File: config.mk
export PLATFORM = sky130hd
export DESIGN_NAME = multicycle_control
export DESIGN_NICKNAME = d
export VERILOG_FILES = /design/src/rtl/multicycle_control.sv
export SDC_FILE = /design/constraint.sdc
export NUM_CORES = 1
export LEC_CHECK = 0
export ABC_CLOCK_PERIOD_IN_PS = 8400
export CAP_MARGIN = 15
export CORE_UTILIZATION = 55
export CTS_CLUSTER_DIAMETER = 60
export CTS_CLUSTER_SIZE = 20
export DETAILED_ROUTE_END_ITERATION = 10
export GPL_ROUTABILITY_DRIVEN = 0
export PLACE_DENSITY_LB_ADDON = 0.08
export SYNTH_ARGS = -nofsm -noshare
export SYNTH_HDL_FRONTEND = slang
export SYNTH_SLANG_ARGS = --single-unit
File: constraint.sdc
create_clock -name clk -period 8.4 [get_ports clk]
set_clock_uncertainty 0.2 [all_clocks]
set_input_delay 1.68 -clock clk [delete_from_list [all_inputs] [get_ports clk]]
set_output_delay 1.68 -clock clk [all_outputs]
set_load 0.1 [all_outputs]
File: src/rtl/multicycle_control.sv
// ============================================================================
// multicycle_control: multi-cycle MIPS control FSM with memory handshake,
// stall, bus-timeout/illegal-opcode traps and a retired-instruction counter.
// Revision: 1.0
// ============================================================================
`default_nettype none

module multicycle_control #(
    parameter int OPCODE_W = 6,
    parameter int ALUOP_W  = 2,
    parameter int CNT_W    = 32,
    parameter int TIMEOUT  = 255,
    parameter int TO_W     = 8
) (
    input  logic                clk,
    input  logic                rst_n,
    input  logic [OPCODE_W-1:0] Opcode,
    input  logic                mem_ready,
    input  logic                stall,
    output logic                PCWrite,
    output logic                PCWriteCond,
    output logic                IorD,
    output logic                MemRead,
    output logic                MemWrite,
    output logic                IRWrite,
    output logic                MemtoReg,
    output logic                RegDst,
    output logic                RegWrite,
    output logic                ALUSrcA,
    output logic [1:0]          ALUSrcB,
    output logic [ALUOP_W-1:0]  ALUOp,
    output logic [1:0]          PCSource,
    output logic                illegal_op,
    output logic                bus_error,
    output logic                retire,
    output logic [CNT_W-1:0]    retire_count,
    output logic [3:0]          state
);

    typedef enum logic [3:0] {
        S_FETCH  = 4'd0,  S_DECODE = 4'd1,  S_MEMADR = 4'd2,  S_MEMRD = 4'd3,
        S_MEMWB  = 4'd4,  S_MEMWR  = 4'd5,  S_EXEC   = 4'd6,  S_ALUWB = 4'd7,
        S_BRANCH = 4'd8,  S_IEXEC  = 4'd9,  S_IWB    = 4'd10, S_JUMP  = 4'd11,
        S_TRAP   = 4'd12
    } state_t;

    localparam logic [OPCODE_W-1:0] C_OP_RTYPE = OPCODE_W'(6'b000000);
    localparam logic [OPCODE_W-1:0] C_OP_LW    = OPCODE_W'(6'b100011);
    localparam logic [OPCODE_W-1:0] C_OP_SW    = OPCODE_W'(6'b101011);
    localparam logic [OPCODE_W-1:0] C_OP_BNE   = OPCODE_W'(6'b000101);
    localparam logic [OPCODE_W-1:0] C_OP_XORI  = OPCODE_W'(6'b001110);
    localparam logic [OPCODE_W-1:0] C_OP_J     = OPCODE_W'(6'b000010);
    localparam logic [TO_W-1:0]     C_TO_LIM   = TO_W'(TIMEOUT);
    localparam bit                  C_TO_EN    = (TIMEOUT != 0);

    state_t            state_q, state_d;
    logic [TO_W-1:0]   wait_q, wait_d;
    logic              illegal_q, illegal_d;
    logic              bus_error_q, bus_error_d;
    logic [CNT_W-1:0]  count_q, count_d;
    logic              w_mem_wait;

    always_ff @(posedge clk or negedge rst_n) begin
        if (!rst_n) begin
            state_q     <= S_FETCH;
            wait_q      <= '0;
            illegal_q   <= 1'b0;
            bus_error_q <= 1'b0;
            count_q     <= '0;
        end else begin
            state_q     <= state_d;
            wait_q      <= wait_d;
            illegal_q   <= illegal_d;
            bus_error_q <= bus_error_d;
            count_q     <= count_d;
        end
    end

    always_comb begin
        state_d     = state_q;
        wait_d      = wait_q;
        illegal_d   = illegal_q;
        bus_error_d = bus_error_q;
        count_d     = count_q;
        retire      = 1'b0;
        w_mem_wait  = 1'b0;
        PCWrite     = 1'b0;
        PCWriteCond = 1'b0;
        IorD        = 1'b0;
        MemRead     = 1'b0;
        MemWrite    = 1'b0;
        IRWrite     = 1'b0;
        MemtoReg    = 1'b0;
        RegDst      = 1'b0;
        RegWrite    = 1'b0;
        ALUSrcA     = 1'b0;
        ALUSrcB     = 2'b00;
        ALUOp       = '0;
        PCSource    = 2'b00;

        case (state_q)
            S_FETCH: begin
                MemRead    = 1'b1;
                ALUSrcB    = 2'b01;
                IRWrite    = mem_ready;
                PCWrite    = mem_ready;
                w_mem_wait = 1'b1;
                if (mem_ready) state_d = S_DECODE;
            end
            S_DECODE: begin
                ALUSrcB = 2'b11;
                if (Opcode == C_OP_RTYPE)                        state_d = S_EXEC;
                else if (Opcode == C_OP_LW || Opcode == C_OP_SW) state_d = S_MEMADR;
                else if (Opcode == C_OP_BNE)                     state_d = S_BRANCH;
                else if (Opcode == C_OP_XORI)                    state_d = S_IEXEC;
                else if (Opcode == C_OP_J)                       state_d = S_JUMP;
                else begin
                    state_d   = S_TRAP;
                    illegal_d = 1'b1;
                end
            end
            S_MEMADR: begin
                ALUSrcA = 1'b1;
                ALUSrcB = 2'b10;
                state_d = (Opcode == C_OP_LW) ? S_MEMRD : S_MEMWR;
            end
            S_MEMRD: begin
                IorD       = 1'b1;
                MemRead    = 1'b1;
                w_mem_wait = 1'b1;
                if (mem_ready) state_d = S_MEMWB;
            end
            S_MEMWB: begin
                MemtoReg = 1'b1;
                RegWrite = 1'b1;
                state_d  = S_FETCH;
            end
            S_MEMWR: begin
                IorD       = 1'b1;
                MemWrite   = 1'b1;
                w_mem_wait = 1'b1;
                if (mem_ready) state_d = S_FETCH;
            end
            S_EXEC: begin
                ALUSrcA = 1'b1;
                ALUOp   = ALUOP_W'(2'b10);
                state_d = S_ALUWB;
            end
            S_ALUWB: begin
                RegDst   = 1'b1;
                RegWrite = 1'b1;
                state_d  = S_FETCH;
            end
            S_BRANCH: begin
                ALUSrcA     = 1'b1;
                ALUOp       = ALUOP_W'(2'b01);
                PCWriteCond = 1'b1;
                PCSource    = 2'b01;
                state_d     = S_FETCH;
            end
            S_IEXEC: begin
                ALUSrcA = 1'b1;
                ALUSrcB = 2'b10;
                ALUOp   = ALUOP_W'(2'b11);
                state_d = S_IWB;
            end
            S_IWB: begin
                RegWrite = 1'b1;
                state_d  = S_FETCH;
            end
            S_JUMP: begin
                PCWrite  = 1'b1;
                PCSource = 2'b10;
                state_d  = S_FETCH;
            end
            S_TRAP:  state_d = S_TRAP;
            default: state_d = S_FETCH;
        endcase

        // Memory wait accounting; a ready in the timeout cycle still advances.
        if (w_mem_wait && !mem_ready) begin
            if (C_TO_EN && wait_q == C_TO_LIM) begin
                state_d     = S_TRAP;
                bus_error_d = 1'b1;
            end else begin
                wait_d = wait_q + TO_W'(1);
            end
        end
        if (state_d != state_q || (w_mem_wait && mem_ready)) wait_d = '0;

        if (stall && state_q != S_TRAP) begin
            state_d     = state_q;
            wait_d      = wait_q;
            illegal_d   = illegal_q;
            bus_error_d = bus_error_q;
            PCWrite     = 1'b0;
            PCWriteCond = 1'b0;
            IRWrite     = 1'b0;
            RegWrite    = 1'b0;
            MemWrite    = 1'b0;
        end

        // Only completing states ever move into FETCH from elsewhere.
        if (state_d == S_FETCH && state_q != S_FETCH) begin
            retire  = 1'b1;
            count_d = count_q + CNT_W'(1);
        end
    end

    assign illegal_op   = illegal_q;
    assign bus_error    = bus_error_q;
    assign retire_count = count_q;
    assign state        = state_q;

endmodule

`default_nettype wire
==> results.yml <==
status:
  outcome: "complete, no violations"
place:
  dp_hpwl_mm: 4.712
  io_buffers: 64
  place_inst: 424
setup_path:
  critPathBufInv: 3
  slowest_delay_ns: 0.61
  worstSetupStartpointType: "input pin"
  regToRegSetupSlack_ns: 4.86
  slowest_stage: "clkdlybuf4s50_1"
  path_cells: "clkdlybuf4s50_1 > and3_4 > a31oi_1 > or3_1 > o32a_1 > or3_4 > inv_1 > buf_4"
  cp.arrival_ns: 4.64
  cp-end-kind: "output pin"
  crit_family: "buffers and inverters"
  crit_fanout: 15
  critPathKind: "input pin to output pin"
  critPathRequiredTime_ns: 6.52
die:
  dieArea_sq_um: 5526
  row_count: 25
  die_w_um: 74.34
  initial_core_util_pct: 58.97
  fp.dieH_um: 74.34
  core_area_sq_um: 4880
  num_io_pins: 65
cts:
  clk_pin_slew_ns: 0.09
  cts_buffer_depth: 2
  h-tree-depth: 2
  cts_buffers: 5
  cts_tree: "done"
  cts_setup_buffers: 0
  cts_resized: 0
  holdBufCountCts: 0
  cts_sinks: 46
  cts-root-buf: "clkbuf_8"
  clock_latency_ns: 0.31
flow_run:
  max-cap-violations: 0
finish:
  final_nets: 376
  layout-drive-gt1-share_pct: 8.219
  most-common-layout-cells: "clkdlybuf4s50_1, dfrtp_1, nand2_1"
  layout.cells.non_filler: 432
  layout_commonest_cell: "clkdlybuf4s50_1"
  diodes: 0
  areaGrowthSynthToFinish_pct: 23.70
global_route:
  grt_pass1_wl_mm: 10.54
  antenna_found_initial: 0
  overflow: 0
  grt_pass1_vias: 2275
  grt_use_total_pct: 24.83
  grt_max_degree: 47
synth:
  syn_inst: 312
  syn-num-nets: 324
  synth_top_area_cell: "dfrtp_1"
  yosysSeqAreaShare_pct: 40.00
  synth_edf_count: 0
  synth_area_per_cell_sq_um: 9.224
  yosysTopAreaCellShare_pct: 40.00
  syn_area_sq_um: 2878
  yosys-top-cells-area: "dfrtp_1, xnor2_1, nand2_1"
  synthFlopType: "dfrtp_1"
  yosysWarnings: 0
  synthDistinctLibCells: 63
  async_flop_share_pct: 100.0
  synth_seq_cells: 46
route:
  num_vias: 2551
  post_drt_via_cell_ratio: 5.905
  wl_per_cell_um: 15.21
  drtIter0Drc: 219
  drc: 0
  totalWireLength_mm: 6.569
  detail-route-antenna-nets: 0
  drtPass1Iterations: 5
timing:
  rsz0062_at_grt: "false"
  hold_viol_final: 0
  max-slew-margin-rel_pct: 32.42
  fmax_mhz: 153.4
  drv_slew: 0
  tightest_slew_ns: 1.014
  finalCritPeriodShare_pct: 77.59
  setup_tns_ns: 0
  min_period_ns: 6.518
  setup_violations: 0
power:
  p_leak_nw: 1.434
  peakVddDrop_v: 0.0002860
  powerDensity_nw_per_um2: 354.1
worst_hold_path:
  hp-class: "flip-flop to flip-flop"
synth_stat cells (2+ instances only):
master	number
a21o_1	2
a21oi_1	13
a31oi_1	3
and2_1	6
and3_1	6
and4_1	5
buf_1	2
buf_2	3
clkbuf_1	5
clkbuf_2	3
clkbuf_8	4
dfrtp_1	46
ha_1	2
inv_1	9
nand2_1	30
nand2b_1	5
nand3_1	13
nand4_1	14
nor2_1	15
nor2b_1	4
nor3_1	13
nor4_1	9
nor4b_1	3
o211ai_1	3
o21ai_0	9
o21bai_1	3
o22ai_1	3
or2_2	3
or2b_2	2
or3_1	4
or3b_2	3
xnor2_1	28
xor2_1	9
worst register-to-register path, stage by stage (launching register included):
cell and delay, ns:
dfrtp_1 0.90, and4bb_2 0.36, or3_1 0.39, o32a_1 0.41
or3_4 0.48, inv_1 0.36, nand4_1 0.18, xnor2_1 0.17
routing by layer:
layer	vias to the layer above	share of wire (%)	routed length, um	global-route usage, %
met1	1233	46	3034	33.86
met3	11	5.2	341	4.201
met5	-	0	0	0
met4	0	1.5	101	7.338
met2	75	47	3091	40.91
li1	1232	-	-	-
logic make-up (layout without fill, tap and decap cells):
group / Yosys count / in the layout / synth area share [%]
simple gates: 147 / 147 / 29.70
compound gates: 51 / 51 / 12.09
flops: 46 / 46 / 40.00
xor+xnor: 37 / 37 / 11.26
buf+inv: 28 / 81 / 5.695
fa+ha+maj: 2 / 2 / 0.8694
mux: 1 / 1 / 0.3913
layout make-up:
type	instances	area, sq um
Tap cell	67	83.83
Timing Repair Buffer	64	633.1
Inverter	9	33.78
Sequential cell	46	1151
Clock inverter	1	8.758
Multi-Input combinational cell	238	1563
Clock buffer	7	86.33
Fill cell	402	1320
worst paths after layout:
kind,from,to,cells after the start
setup / recovery,Opcode[0],retire,8
hold / removal,retire_count[31]$_DFFE_PN0P_,retire_count[31]$_DFFE_PN0P_,1
setup reg to reg,state[1]$_DFF_PN0_,retire_count[27]$_DFFE_PN0P_,7
hold reg to reg,retire_count[31]$_DFFE_PN0P_,retire_count[31]$_DFFE_PN0P_,1
max in group asynchronous,rst_n,wait_q[4]$_DFFE_PN0P_,1
min in group asynchronous,rst_n,bus_error$_DFFE_PN0P_,1
per-stage QoR:
stage	hold WS (ns)	instance area [sq um]	power (mW)	utilization, %	setup slack, ns
6_report	0.2765	3560	1.261	72.95	1.882
3_5_place_dp	0.2636	3465	1.117	71.00	1.916
3_3_place_gp	0.2596	3465	1.106	71.00	1.988
2_1_floorplan	0.2759	2878	0.9666	-	1.845
4_1_cts	0.2798	3560	1.260	72.95	1.920
5_1_grt	0.3142	3560	1.315	72.95	1.787
report_power, final:
part,total [mW],switching [mW],internal [mW]
Clock,0.144,0.0760,0.0680
Combinational,0.797,0.595,0.203
Sequential,0.319,0.0702,0.249
flip-flops by register name (all words and copies together) (netlist names):
signal and flops:
retire_count 32, wait_q 8, state 4, bus_error 1, illegal_op 1
Power figures use the tool's default switching activity.
